===== src/rtl/bloom_store.sv =====
// Counting Bloom filter storage: saturating per-position counters with check/insert/remove/clear.
// Latency: one cycle from accept to resp_valid/hit; clear takes bl_size cycles before its response.
// Backpressure: ready is low only during the clear sweep; op_valid while not ready is dropped.
module bloom_store #(
    parameter int bl_size = 32,
    parameter int cnt_w   = 4,
    parameter int ecnt_w  = 8
) (
    input  logic               clk,
    input  logic               reset,
    input  logic               op_valid,
    input  logic [1:0]         op,
    input  logic [bl_size-1:0] mask,
    output logic               ready,
    output logic               resp_valid,
    output logic               hit,
    output logic [ecnt_w-1:0]  elem_count,
    output logic               sat_flag
);
    localparam int iw = (bl_size > 1) ? $clog2(bl_size) : 1;
    localparam logic [cnt_w-1:0]  cnt_max  = '1;
    localparam logic [ecnt_w-1:0] ecnt_max = '1;
    localparam logic [iw-1:0]     last_idx = iw'(bl_size - 1);

    localparam logic [1:0] OP_CHECK  = 2'b00;
    localparam logic [1:0] OP_INSERT = 2'b01;
    localparam logic [1:0] OP_REMOVE = 2'b10;
    localparam logic [1:0] OP_CLEAR  = 2'b11;

    typedef enum logic {IDLE, CLEAR} state_t;

    state_t           state_q, state_d;
    logic [cnt_w-1:0] cnt_q [bl_size];
    logic [iw-1:0]    idx_q;
    logic             sweep_done;
    logic             all_pos;
    logic             member;

    // A zero mask has no positions to test, so it is never a member.
    always_comb begin
        all_pos = 1'b1;
        for (int i = 0; i < bl_size; i++) begin
            if (mask[i] && cnt_q[i] == '0) all_pos = 1'b0;
        end
        member = (|mask) && all_pos;
    end

    always_ff @(posedge clk or negedge reset) begin
        if (!reset) state_q <= IDLE;
        else        state_q <= state_d;
    end

    always_comb begin
        state_d    = state_q;
        ready      = 1'b0;
        sweep_done = 1'b0;
        case (state_q)
            IDLE: begin
                ready = 1'b1;
                if (op_valid && op == OP_CLEAR) state_d = CLEAR;
            end
            CLEAR: begin
                if (idx_q == last_idx) begin
                    sweep_done = 1'b1;
                    state_d    = IDLE;
                end
            end
            default: state_d = IDLE;
        endcase
    end

    always_ff @(posedge clk or negedge reset) begin
        if (!reset) begin
            for (int i = 0; i < bl_size; i++) cnt_q[i] <= '0;
            idx_q      <= '0;
            resp_valid <= 1'b0;
            hit        <= 1'b0;
            elem_count <= '0;
            sat_flag   <= 1'b0;
        end else begin
            resp_valid <= 1'b0;
            hit        <= 1'b0;
            if (state_q == IDLE) begin
                if (op_valid) begin
                    case (op)
                        OP_CHECK: begin
                            resp_valid <= 1'b1;
                            hit        <= member;
                        end
                        OP_INSERT: begin
                            resp_valid <= 1'b1;
                            hit        <= member;
                            if (|mask) begin
                                for (int i = 0; i < bl_size; i++) begin
                                    if (mask[i]) begin
                                        if (cnt_q[i] == cnt_max) sat_flag <= 1'b1;
                                        else                     cnt_q[i] <= cnt_q[i] + 1'b1;
                                    end
                                end
                                if (elem_count != ecnt_max) elem_count <= elem_count + 1'b1;
                            end
                        end
                        OP_REMOVE: begin
                            resp_valid <= 1'b1;
                            hit        <= member;
                            if (member) begin
                                // Saturated counters have lost their true count and stay stuck.
                                for (int i = 0; i < bl_size; i++) begin
                                    if (mask[i] && cnt_q[i] != cnt_max) cnt_q[i] <= cnt_q[i] - 1'b1;
                                end
                                if (elem_count != '0) elem_count <= elem_count - 1'b1;
                            end
                        end
                        default: idx_q <= '0;
                    endcase
                end
            end else begin
                cnt_q[idx_q] <= '0;
                if (sweep_done) begin
                    resp_valid <= 1'b1;
                    elem_count <= '0;
                    sat_flag   <= 1'b0;
                end else begin
                    idx_q <= idx_q + 1'b1;
                end
            end
        end
    end
endmodule


===== config.mk =====
export PLATFORM = sky130hd
export DESIGN_NAME = bloom_store
export DESIGN_NICKNAME = d
export VERILOG_FILES = /design/src/rtl/bloom_store.sv
export SDC_FILE = /design/constraint.sdc
export NUM_CORES = 1
export LEC_CHECK = 0
export ABC_CLOCK_PERIOD_IN_PS = 4800
export CAP_MARGIN = 20
export CORE_MARGIN = 2
export CORE_UTILIZATION = 67
export CTS_CLUSTER_SIZE = 16
export DETAILED_ROUTE_END_ITERATION = 12
export GPL_TIMING_DRIVEN = 0
export HOLD_SLACK_MARGIN = 0.15
export PLACE_DENSITY = 0.87
export SYNTH_ARGS = -nofsm -noshare
export SYNTH_HDL_FRONTEND = slang
export SYNTH_SLANG_ARGS = --single-unit

===== constraint.sdc =====
create_clock -name clk -period 4.8 [get_ports clk]
set_input_delay 0.72 -clock clk [delete_from_list [all_inputs] [get_ports clk]]
set_output_delay 0.72 -clock clk [all_outputs]
set_load 0.1 [all_outputs]

==> impl_metrics.tcl, run 1 <==
set metrics [dict create \
    crit_arrival_ps 3170 \
    routed_wl_mm 32.6 \
    p_clk_frac 0.183 \
    fin_tns_setup_ps 0 \
    dieArea_um2 17200 \
    end_kind "primary output" \
    hp-class "in2async" \
    met2_length_mm 14.6 \
    die_x_um 131 \
    critPathLaunch "state_q" \
    timing_worst_setup_path_type "reg2out" \
    port_buffers 48 \
    synth_cell_types 55 \
    grt_max_degree 96 \
    r2r-start "state_q" \
    coreArea_um2 15800 \
    worstMarginPinSlew_ps 1030 \
    yosys_register_bits 145 \
    final.setup.worst_slack_ps 914 \
    wl_met1_mm 12.5 \
    critPathSlowestCell "clkdlybuf4s50_1" \
    cp_max_fo 10 \
    p_switching_mw 3.64 \
    place_ws_ps 543 \
    drt_iter0_drc 1282 \
    synth_top_area_share 0.335 \
    worstSkewPairLatency_ps 440 \
    track_usage 0.386 \
    die_y_um 131 \
    fmax_mhz 257 \
    start_util 0.685 \
    synth_warnings 0 \
    cts_hold_buf 0 \
    rows 46 \
    area_growth_pct 13.2 \
    finalSetupViolCount 0 \
    slowest_delay_ps 1270 \
    synth_simple_gate_area_share 0.153 \
    skew_ps 10.2 \
    p_int_mw 4.31 \
    layoutNonFillerInstCount 1454 \
    synth_most_common_cell "inv_1" \
    maxCapViolCount 0 \
    cts_resized 0 \
    synthFlopType "dfrtp_1" \
    wl_met3_mm 3.73 \
    fin_crit_sh 0.810 \
    first_pass_iters 8 \
    via_count 10000 \
    leakagePower_nw 5.51 \
    required_ps 4080 \
    dpl_cell_area_um2 11600 \
    post_cts_buffers 0 \
    route.detailed.wl_per_inst_um 22.4 \
    synth.net_count 1302 \
    seqPwrFrac 0.294 \
    grt_pass1_wl_mm 52.7 \
    regToRegSetupSlack_ps 1930 \
    drtAntennaViolNets 0 \
    cts_max_level 4 \
    synthXorXnorAreaFrac 0.0581 \
    fillers 1044 \
    cts_buffers 17 \
    synth_edf_count 0 \
    antenna_found_initial 0 \
    peakVddDrop_mv 0.567 \
    finalPower_mw 7.95 \
    netlist_area_um2 10800 \
    final.min_clock_period_ps 3890 \
    place_hpwl_mm 23.0 \
    p_sw_frac 0.458 \
    grt_overflow 0 \
    diodes 0 \
    power_per_cell_area_nw_per_um2 647 \
    synthTopCellsByCount "inv_1, dfrtp_1, a21oi_1, ha_1, o22ai_1" \
    cts_tree "yes" \
    finalHoldViolations 0 \
    rsz0062_at_grt "false" \
    synthTopCellsByArea "dfrtp_1, ha_1, fa_1" \
    ios 49 \
    r2r_cells 6 \
    top_layer_used "met4" \
    async_flop_share 1.00 \
    ys_seq_area_frac 0.335 \
    clkSinkCount 145 \
    status "finished, final reports clean" \
    cts_root_buffer "clkbuf_16" \
    endpoint "ready" \
    synth-compound-area-share 0.193 \
    synthMuxAreaShare 0.0412 \
    yosys.area.top_type "dfrtp_1" \
    synth_top_family_by_area "compound AO/OA/AOI/OAI gates" \
    stdcell_area_um2 12300 \
    synth_fa_ha_area_frac 0.147 \
    comb_power_share 0.523 \
    syn_inst 1157 \
    dp.cells 1423 \
    r2r_end "cnt_q[55]" \
    clockBufferDepth 2 \
    path_cells "inv_1 > clkbuf_1 > clkdlybuf4s50_1" \
    via_per_inst 6.90 \
    critPathLaunchType "flop" \
    drive_gt1_frac 0.0913 \
    fin_nets 1371 \
    clk_pin_slew_ps 60 \
    avgSynthCellArea_um2 9.37 \
    slew-limit-headroom 0.313 \
    grt_pass1_vias 10100 \
    drc 0 \
    slew_violations 0 \
    place.gp.congestion 0.964 \
]
[layer usage]
metal  GRT usage  vias to the layer above
li1            -                     4353
met1       0.500                     4770
met2       0.601                      722
met3       0.105                      184
met4       0.191                        0
met5           0                        -
[area by class of cell]
class                           instances  area [µm²]  share of cell area
Clock inverter                         10         158              0.0128
Clock buffer                           21         470              0.0383
Multi-Input combinational cell        825        6430               0.524
Sequential cell                       145        3630               0.296
Inverter                              149         562              0.0458
Tap cell                              216         270              0.0220
Buffer                                 38         223              0.0181
Timing Repair Buffer                   50         529              0.0431
[power groups by stage]
stage	registers (mW)	clock network (mW)	logic, mW
4_1_cts	2.31	1.44	4.06
3_3_place_gp	2.28	0	3.81
3_5_place_dp	2.33	0	4.02
5_1_grt	2.40	1.49	4.53
6_report	2.34	1.45	4.16
2_1_floorplan	2.40	0	2.87
[stage by stage]
stage	util	hold WS, ps
after floorplan	-	424
after global placement	0.733	536
after detailed placement	0.736	550
after CTS	0.776	256
after global routing	0.776	282
final	0.776	234
[sequential cells by signal (all words and copies together), names as in the netlist]
name / count
cnt_q: 128
elem_count: 8
idx_q: 5
hit: 1
resp_valid: 1
sat_flag: 1
state_q: 1
[placed cells by master (no fill, tap or decap), drive strengths merged, types with 2 or more instances in the layout]
cell           count
fa                33
nand3             57
clkinv             3
nor3              27
a221oi             7
nor2b              3
and3              15
buf               25
xnor2             35
a21oi             98
inv              149
nor3b             42
or4                3
and3b              3
mux2i             33
o22ai             69
a21boi             2
clkdlybuf4s50     47
and2               7
nor2              32
a21o              35
nand4             34
bufinv             4
clkinvlp           3
and4               4
o211ai            32
dfrtp            145
mux2               8
clkbuf            37
o21ai             68
ha                75
nand2             14
xor2              37
nor4              39
[kinds of logic after synthesis]
logic type | Yosys count
AND/OR/NAND/NOR | 284
buffers and inverters | 187
adder cells (fa/ha/maj) | 108
XOR/XNOR | 72
multiplexers | 41
flip-flops | 145
AO/OA/AOI/OAI | 320
[critical path: cells and delay by family, from the launching register on]
family,cells,cell delay (ps)
DFF,1,410
buffers and inverters,3,2310
[worst min path at each step]
stage	start	to	slack, ps	cells after the start
after floorplan	reset	cnt_q[0]	420	0
after global placement	cnt_q[104]	cnt_q[104]	540	1
after detailed placement	cnt_q[104]	cnt_q[104]	550	1
after CTS	reset	cnt_q[92]	260	1
after global routing	reset	cnt_q[92]	280	1
final	reset	cnt_q[70]	230	1
Power figures use the tool's default switching activity.
==> run 2: changes to the inputs <==
Settings changed: ABC_CLOCK_PERIOD_IN_PS 4800 to 3100, CORE_UTILIZATION 67 to 56, PLACE_DENSITY 0.87 to 0.78.
Clock period 4.8 ns to 3.1 ns, I/O delays scaled along.
==> run 2 against run 1 <==
Against the previous run: design area grew 0.90%; sequential share of layout area shrank 0.26 points; sequential power is 53% higher; worst hold slack better by 340 ps; power up 50%; non-clock buffer count up 5; combinational power grew 53%; via count shrank 3.2%; register-to-register slack got worse by 1600 ps; clock power is 37% higher; die area increased by 19%; critical path type is now in2reg; largest cell class unchanged.
==> impl_metrics.tcl, run 2 (same netlist as run 1, synthesis figures left out) <==
set metrics [dict create \
    status "finished, final reports clean" \
    p_sw_frac 0.460 \
    area_growth_pct 14.2 \
    grt_max_degree 82 \
    maxCapViolCount 0 \
    critPathBufInv 3 \
    power_per_cell_area_nw_per_um2 965 \
    finalHoldViolations 0 \
    path_common_cell "nor2_2" \
    regMostFlops "cnt_q" \
    clk_pin_slew_ps 60 \
    path_cells "clkdlybuf4s50_1 > nor4_1 > nand4_1 > nor2_2 > and3b_1 > clkbuf_1 > nor2_2 > buf_2 > a21oi_1 > o211ai_1" \
    seqPwrFrac 0.300 \
    critPathLaunchType "input port" \
    dpl_cell_area_um2 11800 \
    via_per_inst 6.45 \
    peakVddDrop_mv 0.655 \
    multiInputGateArea_um2 6500 \
    fin_nets 1377 \
    p_switching_mw 5.50 \
    fin_crit_sh 0.998 \
    diodes 0 \
    die_x_um 143 \
    hp-class "reg2reg" \
    first_pass_iters 5 \
    route.detailed.wl_per_inst_um 21.6 \
    end_kind "flop" \
    timing_worst_setup_path_type "in2reg" \
    via_count 9708 \
    skew_ps 10.6 \
    track_usage 0.329 \
    port_buffers 48 \
    cp_top_family "simple AND/OR/NAND/NOR gates" \
    die_y_um 143 \
    place_ws_ps -821 \
    slew_violations 0 \
    worstMarginPinSlew_ps 968 \
    fin_util 0.658 \
    largest_reg_flops 128 \
    place.gp.congestion 0.991 \
    fillers 1528 \
    clockBufferDepth 2 \
    critPathSlowestCell "clkdlybuf4s50_1" \
    mostFrequentLayoutCells "inv_1, dfrtp_1, a21oi_1, ha_1, o22ai_1" \
    drt_iter0_drc 1141 \
    place_hpwl_mm 23.1 \
    leakagePower_nw 5.51 \
    p_int_mw 6.45 \
    p_clk_frac 0.167 \
    cts_max_level 4 \
    clkSinkCount 145 \
    cp_max_fo 10 \
    slew-limit-headroom 0.352 \
    reg_top3 "cnt_q x128, elem_count x8, idx_q x5" \
    drive_gt1_frac 0.0988 \
    ios 49 \
    final.min_clock_period_ps 3100 \
    rsz0062_at_grt "false" \
    crit_arrival_ps 3450 \
    cts_tree "yes" \
    regArea_um2 3630 \
    drtAntennaViolNets 0 \
    stdcell_area_um2 12400 \
    grt_pass1_vias 9553 \
    finalSetupViolCount 0 \
    grt_pass1_wl_mm 51.4 \
    cts_buffers 17 \
    final_common_cell "inv_1" \
    slowest_delay_ps 570 \
    drc 0 \
    required_ps 3450 \
    rows 50 \
    finalPower_mw 12.0 \
    antenna_found_initial 0 \
    routed_wl_mm 32.5 \
    dieArea_um2 20500 \
    comb_power_share 0.533 \
    worstSkewPairLatency_ps 440 \
    cts_root_buffer "clkbuf_16" \
    final.setup.worst_slack_ps 4.78 \
    grt_overflow 0 \
    coreArea_um2 18800 \
    start_util 0.576 \
    fmax_mhz 323 \
]
==> run 2: area by class of cell <==
class	instances	share of cell area
Timing Repair Buffer	55	0.0476
Clock buffer	25	0.0368
Multi-Input combinational cell	825	0.525
Sequential cell	145	0.293
Buffer	38	0.0187
Clock inverter	7	0.00687
Timing Repair inverter	1	0.000606
Inverter	149	0.0455
Tap cell	260	0.0263
==> run 2: repair_timing <==
action | 4_1_cts | 5_1_grt
gates cloned | 1 | 0
resized for setup | 3 | 5
hold buffers | 1 | 0
setup endpoints to repair | 133 | 90
hold endpoints to repair | 64 | 0
buffers inserted | 3 | 0
==> run 2: per-layer routing <==
layer | track usage | routed length, µm
met1 | 0.437 | 13000
met2 | 0.504 | 14700
met3 | 0.0751 | 3180
met4 | 0.167 | 1590
met5 | 0 | 0
==> run 2: worst min-delay path: stages, from the launching register on <==
cell	delay (ps)
dfrtp_1	380
nand3_1	80
o211ai_1	80
==> run 2: path summary, 6_finish.rpt <==
path / from / depth (start not counted) / to / slack [ps]
min: cnt_q[63] / 2 / cnt_q[63] / 570
max in group asynchronous: reset / 3 / cnt_q[13] / 1660
max: mask[4] / 10 / cnt_q[91] / 5
max reg2reg: state_q / 6 / cnt_q[11] / 350
min reg2reg: cnt_q[63] / 2 / cnt_q[63] / 570
min in group asynchronous: reset / 2 / cnt_q[114] / 600
==> run 2: through the flow <==
| step | hold slack, ps | setup TNS [ps] | std cells |
|---|---|---|---|
| final | 572 | 0 | 1505 |
| after global routing | 612 | 0 | 1505 |
| after CTS | 571 | 0 | 1505 |
| after detailed placement | 509 | -85110 | 1468 |
| after global placement | 547 | -854930 | 1465 |
| after floorplan | 169 | -709 | 1157 |
==> run 2: power by group through the flow <==
| stage | logic [mW] | clock network, mW | registers, mW |
|---|---|---|---|
| floorplan | 4.46 | 0 | 3.72 |
| global placement | 5.97 | 0 | 3.55 |
| finish | 6.37 | 1.99 | 3.59 |
| detailed placement | 6.23 | 0 | 3.59 |
| CTS | 6.28 | 1.99 | 3.57 |
| global route | 6.99 | 2.09 | 3.71 |
